`src/rtl/vending_ctrl.sv`:
```
// ---------------------------------------------------------------------------
// vending_ctrl
//   Multi-item, multi-denomination vending-machine controller. Accumulates
//   credit from coins, vends one of N_ITEMS products at a fixed PRICE and
//   refunds the remainder as a train of CHANGE_UNIT pulses. Rejected coins
//   and bad selections produce a one-cycle flash. All outputs are registered.
//
// State table
//   state      | meaning
//   S_IDLE     | no credit; waiting for the first accepted coin
//   S_CREDIT   | credit > 0; accepting coins, selection or cancel
//   S_DISPENSE | drink asserted; waiting for received
//   S_REFUND   | one change pulse per cycle until credit reaches zero
//
// Ports
//   clk          in   system clock, rising edge
//   reset        in   asynchronous active-high reset
//   coin_valid   in   a coin is presented this cycle
//   coin_value   in   value of the presented coin
//   cancel       in   refund request
//   sel_valid    in   a selection is made this cycle
//   sel_idx      in   selected item
//   stock_empty  in   per-item sold-out flags
//   received     in   customer has taken the drink
//   flash        out  one-cycle reject pulse
//   drink        out  dispense command, held until received
//   drink_idx    out  item being dispensed (valid while drink is high)
//   change       out  one pulse per CHANGE_UNIT refunded
//   credit       out  current credit
// ---------------------------------------------------------------------------
module vending_ctrl #(
    parameter int CREDIT_W    = 8,
    parameter int N_ITEMS     = 4,
    parameter int PRICE       = 150,
    parameter int CHANGE_UNIT = 25,
    parameter int MAX_CREDIT  = 200,
    localparam int IDX_W      = (N_ITEMS > 1) ? $clog2(N_ITEMS) : 1
) (
    input  logic                clk,
    input  logic                reset,
    input  logic                coin_valid,
    input  logic [CREDIT_W-1:0] coin_value,
    input  logic                cancel,
    input  logic                sel_valid,
    input  logic [IDX_W-1:0]    sel_idx,
    input  logic [N_ITEMS-1:0]  stock_empty,
    input  logic                received,
    output logic                flash,
    output logic                drink,
    output logic [IDX_W-1:0]    drink_idx,
    output logic                change,
    output logic [CREDIT_W-1:0] credit
);

    localparam logic [CREDIT_W-1:0] PRICE_C = CREDIT_W'(PRICE);
    localparam logic [CREDIT_W-1:0] UNIT_C  = CREDIT_W'(CHANGE_UNIT);
    localparam logic [CREDIT_W:0]   MAX_EXT = (CREDIT_W + 1)'(MAX_CREDIT);
    // stock flags padded to the full index range so any sel_idx can be looked up
    localparam int NPAD = 1 << IDX_W;

    typedef enum logic [1:0] {
        S_IDLE,
        S_CREDIT,
        S_DISPENSE,
        S_REFUND
    } state_t;

    state_t                state_q;
    logic [CREDIT_W-1:0]   credit_q;
    logic                  flash_q;
    logic                  drink_q;
    logic [IDX_W-1:0]      drink_idx_q;
    logic                  change_q;

    logic [CREDIT_W:0]     coin_sum;
    logic                  coin_ok;
    logic [NPAD-1:0]       stock_pad;
    logic                  sel_in_range;
    logic                  sel_ok;

    // Sum at one extra bit so a large coin cannot wrap past the ceiling check.
    assign coin_sum = {1'b0, credit_q} + {1'b0, coin_value};
    assign coin_ok  = (coin_value != '0)
                   && ((coin_value % UNIT_C) == '0)
                   && (coin_sum <= MAX_EXT);

    assign stock_pad    = NPAD'(stock_empty);
    assign sel_in_range = ({{(32 - IDX_W){1'b0}}, sel_idx} < 32'(N_ITEMS));
    assign sel_ok       = sel_in_range && !stock_pad[sel_idx] && (credit_q >= PRICE_C);

    always_ff @(posedge clk or posedge reset) begin
        if (reset) begin
            state_q     <= S_IDLE;
            credit_q    <= '0;
            flash_q     <= 1'b0;
            drink_q     <= 1'b0;
            drink_idx_q <= '0;
            change_q    <= 1'b0;
        end else begin
            flash_q  <= 1'b0;
            change_q <= 1'b0;
            case (state_q)
                S_IDLE: begin
                    if (coin_valid) begin
                        if (coin_ok) begin
                            credit_q <= coin_value;
                            state_q  <= S_CREDIT;
                        end else begin
                            flash_q <= 1'b1;
                        end
                    end
                end
                S_CREDIT: begin
                    if (cancel) begin
                        state_q <= S_REFUND;
                        flash_q <= coin_valid;
                    end else if (sel_valid && sel_ok) begin
                        credit_q    <= credit_q - PRICE_C;
                        drink_q     <= 1'b1;
                        drink_idx_q <= sel_idx;
                        state_q     <= S_DISPENSE;
                        flash_q     <= coin_valid;
                    end else begin
                        // a rejected selection does not block a coin in the same cycle
                        if (coin_valid) begin
                            if (coin_ok) begin
                                credit_q <= coin_sum[CREDIT_W-1:0];
                            end else begin
                                flash_q <= 1'b1;
                            end
                        end
                        if (sel_valid) begin
                            flash_q <= 1'b1;
                        end
                    end
                end
                S_DISPENSE: begin
                    flash_q <= coin_valid;
                    if (received) begin
                        drink_q <= 1'b0;
                        state_q <= (credit_q == '0) ? S_IDLE : S_REFUND;
                    end
                end
                S_REFUND: begin
                    flash_q  <= coin_valid;
                    change_q <= 1'b1;
                    credit_q <= credit_q - UNIT_C;
                    // credit is always a multiple of the unit, so this is the last pulse
                    if (credit_q == UNIT_C) begin
                        state_q <= S_IDLE;
                    end
                end
                default: begin
                    state_q <= S_IDLE;
                end
            endcase
        end
    end

    assign flash     = flash_q;
    assign drink     = drink_q;
    assign drink_idx = drink_idx_q;
    assign change    = change_q;
    assign credit    = credit_q;

endmodule

```
`config.mk`:
```
export PLATFORM = sky130hd
export DESIGN_NAME = vending_ctrl
export DESIGN_NICKNAME = d
export VERILOG_FILES = /design/src/rtl/vending_ctrl.sv
export SDC_FILE = /design/constraint.sdc
export NUM_CORES = 1
export LEC_CHECK = 0
export ABC_AREA = 1
export CAP_MARGIN = 15
export CORE_MARGIN = 3
export CORE_UTILIZATION = 59
export CTS_CLUSTER_DIAMETER = 120
export DETAILED_ROUTE_END_ITERATION = 16
export PLACE_DENSITY = 0.87
export SYNTH_ARGS = -nofsm -noshare
export SYNTH_HDL_FRONTEND = slang
export SYNTH_SLANG_ARGS = --single-unit
```
`constraint.sdc`:
```
create_clock -name clk -period 8.4 [get_ports clk]
set_input_delay 0.84 -clock clk [delete_from_list [all_inputs] [get_ports clk]]
set_output_delay 0.84 -clock clk [all_outputs]
set_load 0.1 [all_outputs]
```
==> results of run 1 <==
## metal layers
layer | routed length [um] | GRT usage (%) | vias up
li1 | - | - | 1142
met1 | 2550 | 38.92 | 1018
met2 | 2690 | 45.06 | 76
met3 | 308 | 4.103 | 10
met4 | 90 | 8.031 | 0
met5 | 0 | 0 | -
## state kept, by name (all words and copies together), names as in the netlist
register and cells:
drink 1, credit 8, drink_idx 2, flash 1, change 1, state_q 2
## per-stage QoR
| stage | worst slack (ns) | utilization (%) | instances | power [uW] | instance area (um^2) |
|---|---|---|---|---|---|
| after floorplan | 4.881 | - | 318 | 740.7 | 2098 |
| after global placement | 4.125 | 72.17 | 392 | 892.7 | 2446 |
| after detailed placement | 3.920 | 72.17 | 392 | 903.4 | 2446 |
| after CTS | 4.233 | 72.94 | 396 | 948.9 | 2472 |
| after global routing | 3.882 | 72.94 | 396 | 1034 | 2472 |
| final | 4.178 | 72.94 | 396 | 952.3 | 2472 |
## cell usage after synthesis, types with 3 or more instances
library cell	number	share of area [%]
nand2_1	77	14
inv_1	44	7.9
nor2_1	21	3.8
a21oi_1	18	4.3
nand3_1	18	4.3
nand4_1	18	5.4
ha_1	17	10
o21ai_0	16	3.8
dfrtp_1	15	18
xor2_1	12	5.0
nand2_2	10	3.0
o21ai_2	8	3.3
inv_2	4	0.72
a211oi_1	3	1.1
## layout make-up
class | count | area, um^2 | share of cell area [%]
multi-input cells | 250 | 1506 | 60.93
clock buffers | 4 | 26.28 | 1.063
well taps | 46 | 57.56 | 2.328
inverters | 49 | 186.4 | 7.540
flip-flops and latches | 15 | 375.4 | 15.18
repair buffers | 32 | 320.3 | 12.96
## worst paths after layout
path,slack (ns),to,cells after the start
max reg2reg,5.21,credit[3],18
min,0.52,drink_idx[1],1
min reg2reg,0.52,drink_idx[1],1
max in group asynchronous,7.10,drink_idx[1],2
min in group asynchronous,0.92,credit[1],2
max,4.18,credit[3],25
## cells by family (layout without fill, tap and decap cells)
group                    count (synthesis)  in the layout  share of synthesized area [%]
adder cells (fa/ha/maj)                 18             18                          11.09
flip-flops                              15             15                          17.89
buffers and inverters                   53             85                          10.32
multiplexers                             1              1                         0.5366
XOR/XNOR                                13             13                          5.784
AND/OR/NAND/NOR                        155            155                          34.71
AO/OA/AOI/OAI                           63             63                          19.68
## power breakdown
group	switching [uW]	internal (uW)	leakage, uW
Sequential	60.8	105	0.000189
Combinational	513	231	0.00102
Clock	24.1	18.5	0.0000150
## worst max-delay path, stage by stage
cell and delay (ns):
clkdlybuf4s50_1 0.69, inv_2 0.10, o21ai_2 0.19, nand4_1 0.15
nand2_2 0.11, nand2_2 0.06, nand2_2 0.11, nand2_1 0.07
inv_1 0.14, ha_1 0.17, inv_1 0.04, nand4_1 0.13
nand3_2 0.14, nand3_4 0.13, xor2_2 0.17, ha_1 0.19
nand2_1 0.06, nand3_1 0.08, nand2_1 0.06, nor2_2 0.15
nand4_1 0.11, nand2_1 0.15, nand2_4 0.16, nand2_1 0.11
o21ai_2 0.05
==> results.cfg, run 1 <==
[detailed_routing]
avgRoutedWirePerCell_um = 14.24
first_pass_iters = 6
vias_per_cell = 5.672
drt_iter0_drc = 233
drt-total-wl_um = 5639
num_vias = 2246
ant_nets = 0
drc = 0

[power_and_ir_drop]
p_leak_uw = 0.001227
vdd_drop_max_mv = 0.3397
power.density_nw_per_um2 = 385.2

[setup_path]
startpoint = coin_value[6]
crit_arrival_ns = 4.38
endpoint_kind = register
cp-start-kind = primary input
crit_type = in2reg
critPathMaxFanout = 14
timing.rr.start = credit[0]
required_ns = 8.55

[clock_tree]
cts.sinks = 15
cts_buffers = 3
clkTransAtPathRegs_ns = 0.08
clk_latency_ns = 0.29
cts_tree = yes
cts.path.max_buffers = 2
post_cts_resized = 0
cts_setup_buffers = 0
cts_root_buffer = clkbuf_4
ctsHoldBuffers = 0
htreeDepth = 1

[global_route]
track_usage_pct = 28.10
grt_pass1_wl_um = 9535
antenna_found_initial = 0
grt_max_degree = 16
grt_pass1_vias = 2106
grt_overflow = 0

[cells_and_area]
synthToLayoutAreaGrowth_pct = 17.83
drive_gt1_share_pct = 10.57
fillers = 287
num_antenna_cells = 0
layout_commonest_cell = nand2_1
fin_nets = 389
layout_common_cells = 77 x nand2_1, 44 x inv_1, 32 x clkdlybuf4s50_1

[logic_synthesis]
ys_ff_latch = 15
synth-edff-count = 0
synth_area_um2 = 2098
syn-num-nets = 356
yosys_warnings = 0
syn_avg_cell_area_um2 = 6.598
yosys.cell_types.count = 42
synth_flop_cell = dfrtp_1
netlist_instances = 318
yosysSeqAreaShare_pct = 17.89
async_reset_ff_share_pct = 100.0

[hold_path]
hold_path.class = reg2reg
min_from = drink_idx[1]

[timing]
worst_hold_slack_ns = 0.5157
worst_pin_slew_ns = 0.9693
drv_slew = 0
setup_viol = 0
post-route-period-util_pct = 50.27
hold_violations = 0
finalSetupTns_ns = 0
post-route-min-period_ns = 4.222
timing.fmax_mhz = 236.8
slew_headroom_pct = 35.18
fin_skew_ns = 0.007364
rsz0062_at_grt = false

[floorplan]
start_util_pct = 61.90
die_h_um = 65.64
die_x_um = 65.64
ios = 33
die_area_um2 = 4308
core-area_um2 = 3390
row_count = 21

[place]
io_buffers = 32
dpl.hpwl_um = 4603
gp_congestion = 0.9591

[job]
maxCapViolCount = 0

[run_status]
status = finished, final reports clean
No activity file was read; power rests on OpenSTA's default activity.
==> inputs of run 2 (changes only) <==
--- a/config.mk
+++ b/config.mk
@@ -8,10 +8,10 @@
 export ABC_AREA = 1
 export CAP_MARGIN = 15
 export CORE_MARGIN = 3
-export CORE_UTILIZATION = 59
+export CORE_UTILIZATION = 55
 export CTS_CLUSTER_DIAMETER = 120
 export DETAILED_ROUTE_END_ITERATION = 16
-export PLACE_DENSITY = 0.87
+export PLACE_DENSITY = 0.81
 export SYNTH_ARGS = -nofsm -noshare
 export SYNTH_HDL_FRONTEND = slang
 export SYNTH_SLANG_ARGS = --single-unit
==> constraint.sdc (replaced) <==
create_clock -name clk -period 4.3 [get_ports clk]
set_input_delay 0.43 -clock clk [delete_from_list [all_inputs] [get_ports clk]]
set_output_delay 0.43 -clock clk [all_outputs]
set_load 0.1 [all_outputs]
==> run 2 against run 1 <==
Against the previous run: non-clock buffer count rose by 1; cell count rose by 0.25%; clock skew fell by 0.0044 ns; die area rose by 6.6%; worst setup slack got worse by 3.6 ns; clock-buffer cell count did not move; final area rose by 1.1%; combinational power rose by 95%; flip-flop and latch count did not move.
==> results.cfg, run 2 (same netlist as run 1, synthesis figures left out) <==
[detailed_routing]
ant_nets = 0
num_vias = 2288
vias_per_cell = 5.763
drc = 0
drt-total-wl_um = 5655
avgRoutedWirePerCell_um = 14.24
first_pass_iters = 6
drt_iter0_drc = 140

[global_route]
grt_pass1_wl_um = 9018
track_usage_pct = 25.79
antenna_found_initial = 0
grt_pass1_vias = 1992
met2_usage_pct = 40.70
grt_max_degree = 16
gr-max-usage-layer = met2
met1_usage_pct = 36.26
use_met3_pct = 4.659
grt_overflow = 0

[floorplan]
die_h_um = 67.77
row_count = 21
ios = 33
start_util_pct = 60.04
die_x_um = 67.77
die_area_um2 = 4592
core-area_um2 = 3495

[clock_tree]
cts_buffers = 3
post_cts_resized = 0
ctsHoldBuffers = 0
htreeDepth = 1
cts_tree = yes
cts_root_buffer = clkbuf_8
cts.sinks = 15
clk_latency_ns = 0.25
cts.path.max_buffers = 2
cts_setup_buffers = 0
clkTransAtPathRegs_ns = 0.06

[power_and_ir_drop]
intPower_uw = 723.4
vdd_drop_max_mv = 0.7000
power.density_nw_per_um2 = 756.8
p_sw_uw = 1168
switching_share_pct = 61.74
seqPwrFrac_pct = 17.1
combPwrFrac_pct = 76.9
p_clk_share_pct = 6.0
p_leak_uw = 0.001240

[setup_path]
critPathMaxStageDelay_ns = 0.66
required_ns = 4.41
slowest_stage = clkdlybuf4s50_1
crit_type = in2reg
critPathMaxFanout = 14
crit_arrival_ns = 3.84
cp_common_cell = nand2_1
endpoint_kind = register
cp-start-kind = primary input

[cells_and_area]
synthToLayoutAreaGrowth_pct = 19.08
layout_commonest_cell = nand2_1
layout_common_cells = 77 x nand2_1, 44 x inv_1, 32 x clkdlybuf4s50_1
num_antenna_cells = 0
largest_reg_flops = 8
fin_nets = 390
fillers = 328
drive_gt1_share_pct = 10.83
utilization_pct = 71.50
fin_area_um2 = 2499

[timing]
fin_skew_ns = 0.002952
post-route-min-period_ns = 3.730
slew_headroom_pct = 32.62
worst_pin_slew_ns = 1.008
hold_violations = 0
timing.fmax_mhz = 268.1
setup_viol = 0
rsz0062_at_grt = false
post-route-period-util_pct = 86.75
drv_slew = 0
finalSetupTns_ns = 0

[hold_path]
hold_path.class = reg2reg

[place]
place_area_um2 = 2454
io_buffers = 32
dpl.hpwl_um = 4631
gp_congestion = 0.9856

[job]
maxCapViolCount = 0

[run_status]
status = finished, final reports clean
[run 2: cell count changes in the layout (fill, tap and decap cells not counted), sizes merged]
cell  change
buf       +1
[run 2: power groups by stage]
stage          registers (uW)  clock network (uW)  logic [uW]
3_5_place_dp              324                   0        1440
6_report                  323                 113        1450
5_1_grt                   335                 123        1590
3_3_place_gp              322                   0        1430
4_1_cts                   321                 115        1440
2_1_floorplan             639                   0         808
[run 2: layer usage]
metal | vias up | wire [um]
li1 | 1146 | -
met1 | 1036 | 2516
met2 | 95 | 2607
met3 | 11 | 412
met4 | 0 | 119
met5 | - | 0
[run 2: path summary, 6_finish.rpt]
check | slack, ns | end | startpoint | depth (start not counted)
min in group asynchronous | 0.54 | drink_idx[1] | reset | 2
worst min-delay path | 0.51 | drink_idx[1] | drink_idx[1] | 1
max in group asynchronous | 3.39 | state_q[1] | reset | 2
worst max register to register | 1.13 | credit[3] | credit[0] | 18
worst max-delay path | 0.57 | credit[3] | coin_value[6] | 25
worst min register to register | 0.51 | drink_idx[1] | drink_idx[1] | 1
[run 2: area by class of cell]
cell class | instances | area (um^2) | area share (%)
sequential | 15 | 375.4 | 15.02
clock buffer | 4 | 45.04 | 1.803
timing repair buffer | 33 | 327.8 | 13.12
inverter | 49 | 186.4 | 7.461
tap | 46 | 57.56 | 2.303
multi-input combinational | 250 | 1506 | 60.29
[run 2: worst max-delay path: cells and delay by family]
kind	cells	cell delay, ns
adders and majority gates	2	0.35
xor gates and xnor gates	1	0.16
buffers and inverters	4	0.92
AOI/OAI and AO/OA	2	0.23
and+or+nand+nor	16	1.73
[run 2: per-stage QoR]
stage	setup slack (ns)	hold WS, ns	instances	power [uW]
finish	0.5699	0.5103	397	1891
global route	0.2514	0.5386	397	2043
CTS	0.5978	0.5113	397	1880
floorplan	0.9444	0.3315	318	1447
detailed placement	0.3331	0.5002	393	1759
global placement	0.4201	0.4686	393	1750
==> inputs of run 3 (changes only) <==
--- a/config.mk
+++ b/config.mk
@@ -8,10 +8,10 @@
 export ABC_AREA = 1
 export CAP_MARGIN = 15
 export CORE_MARGIN = 3
-export CORE_UTILIZATION = 55
+export CORE_UTILIZATION = 50
 export CTS_CLUSTER_DIAMETER = 120
 export DETAILED_ROUTE_END_ITERATION = 16
-export PLACE_DENSITY = 0.81
+export PLACE_DENSITY = 0.78
 export SYNTH_ARGS = -nofsm -noshare
 export SYNTH_HDL_FRONTEND = slang
 export SYNTH_SLANG_ARGS = --single-unit
==> constraint.sdc (replaced) <==
create_clock -name clk -period 3.2 [get_ports clk]
set_input_delay 0.32 -clock clk [delete_from_list [all_inputs] [get_ports clk]]
set_output_delay 0.32 -clock clk [all_outputs]
set_load 0.1 [all_outputs]
==> run 3 against run 2 <==
Against the previous run: first-iteration DRC count increased by 34%; clock skew is 0.0053 ns higher; critical path depth fell by 5; cell count grew 14%; combinational power increased by 60%; sequential power grew 23%; sequential share of layout area decreased by 2.1 points; critical endpoint is now credit[0]; highest routed layer unchanged.
==> results.cfg, run 3 (same netlist as run 1, synthesis figures left out) <==
[global_route]
met1_usage_pct = 33.19
use_met3_pct = 3.267
grt_max_degree = 16
gr-max-usage-layer = met2
track_usage_pct = 24.27
grt_pass1_vias = 2283
grt_overflow = 0
met2_usage_pct = 41.09
antenna_found_initial = 0
grt_pass1_wl_um = 10110

[power_and_ir_drop]
vdd_drop_max_mv = 0.9250
p_sw_uw = 1663
seqPwrFrac_pct = 13.8
p_leak_uw = 0.001535
power_uw = 2877
switching_share_pct = 57.79
p_clk_share_pct = 5.7
power.density_nw_per_um2 = 981.8
intPower_uw = 1214
combPwrFrac_pct = 80.5

[hold_path]
hold_path.class = in2async

[floorplan]
ios = 33
row_count = 22
die_area_um2 = 5010
die_h_um = 70.78
die_x_um = 70.78
core-area_um2 = 3854
start_util_pct = 54.45

[setup_path]
required_ns = 3.35
crit_arrival_ns = 3.20
crit_type = in2reg
endpoint_kind = register
cp-start-kind = primary input
timing.rr.start = credit[0]
critPathMaxFanout = 3
startpoint = coin_value[0]

[timing]
drv_slew = 0
timing.fmax_mhz = 327.7
post-route-min-period_ns = 3.052
setup_viol = 0
worst_pin_slew_ns = 0.9716
post-route-period-util_pct = 95.37
hold_violations = 0
fin_skew_ns = 0.008208
slew_headroom_pct = 35.03

[clock_tree]
cts.path.max_buffers = 2
cts_tree = yes
htreeDepth = 1
clk_latency_ns = 0.26
cts.sinks = 15
cts_buffers = 3
clkTransAtPathRegs_ns = 0.07
ctsHoldBuffers = 0
cts_root_buffer = clkbuf_8

[detailed_routing]
ant_nets = 0
drt_iter0_drc = 187
vias_per_cell = 5.530
avgRoutedWirePerCell_um = 13.71
drc = 0
first_pass_iters = 5
drt-total-wl_um = 6181
num_vias = 2494

[cells_and_area]
fin_nets = 442
drive_gt1_share_pct = 26.30
layout_commonest_cell = nand2_1
layout_common_cells = 76 x nand2_1, 56 x buf_4, 43 x inv_1
num_antenna_cells = 0
largest_reg_flops = 8
synthToLayoutAreaGrowth_pct = 39.65
utilization_pct = 76.04
final_cells = 451

[place]
io_buffers = 32
placedCellCount = 445
gp_congestion = 0.9934
dpl.hpwl_um = 5015

[job]
maxCapViolCount = 0

[run_status]
status = finished, final reports clean
==> run 3: cell types whose count changed in the layout (fill, tap and decap cells not counted), moves of 2 or more <==
| cell | previous run | this run |
|---|---|---|
| ha_2 | 0 | 2 |
| dfrtp_1 | 15 | 12 |
| ha_1 | 17 | 15 |
| a21oi_1 | 18 | 15 |
| a21oi_2 | 0 | 3 |
| clkdlybuf4s50_1 | 32 | 22 |
| dlymetal6s2s_1 | 0 | 6 |
| buf_4 | 1 | 56 |
| dfrtp_2 | 0 | 3 |
==> run 3: path summary, 6_finish.rpt <==
path,to,slack [ns],cells after the start
max in group asynchronous,credit[2],2.37,2
hold / removal,drink_idx[0],0.41,2
setup / recovery,credit[0],0.15,20
setup reg to reg,credit[0],0.24,19
min in group clk,drink_idx[0],0.50,2
hold reg to reg,drink_idx[0],0.50,2
==> run 3: repair_timing <==
item,in CTS,in global routing
resized for setup,4,17
setup buffers,1,1
pin swaps,2,9
endpoints found under the setup margin,8,11
==> run 3: worst max-delay path, stage by stage <==
cell	delay (ns)
clkdlybuf4s50_1	0.44
ha_2	0.21
fa_2	0.35
a21oi_2	0.15
o21ai_1	0.10
nand2_1	0.07
nand2_1	0.06
a21oi_2	0.17
xor2_1	0.18
nand3b_1	0.13
nand2_1	0.10
inv_1	0.07
nand4_1	0.11
nor2_2	0.18
nand4_1	0.12
nand2_2	0.13
buf_4	0.13
nand3_1	0.06
nand2_1	0.07
nand2_1	0.05
==> run 3: routing by layer <==
layer	up-vias	routed length, um
met5	-	0
met4	0	75
li1	1249	-
met3	10	374
met2	82	2992
met1	1153	2739
==> run 3: through the flow <==
step           instance area (um^2)  setup slack, ns  hold slack [ns]  setup TNS, ns
6_report                       2930           0.1482           0.4130              0
5_1_grt                        2930         -0.02451           0.4777       -0.02994
4_1_cts                        2893         0.003863           0.4411              0
3_5_place_dp                   2828          -0.3175           0.4819         -2.941
3_3_place_gp                   2828          -0.1853           0.4692         -1.484
2_1_floorplan                  2102          0.09452           0.2213              0
==> run 3: power groups by stage <==
| stage | Clock, uW | Sequential, uW | Combinational (uW) |
|---|---|---|---|
| 6_report | 164 | 398 | 2320 |
| 4_1_cts | 162 | 397 | 2270 |
| 3_3_place_gp | 0 | 397 | 2190 |
| 3_5_place_dp | 0 | 401 | 2230 |
| 2_1_floorplan | 0 | 862 | 1090 |
| 5_1_grt | 171 | 414 | 2500 |
==> run 3: final cells by class <==
class / instances / area (um^2)
flip-flops and latches: 15 / 379.1
clock buffers: 4 / 45.04
fillers: 303 / 923.4
repair buffers: 85 / 720.7
inverters: 49 / 186.4
well taps: 48 / 60.06
multi-input cells: 250 / 1539
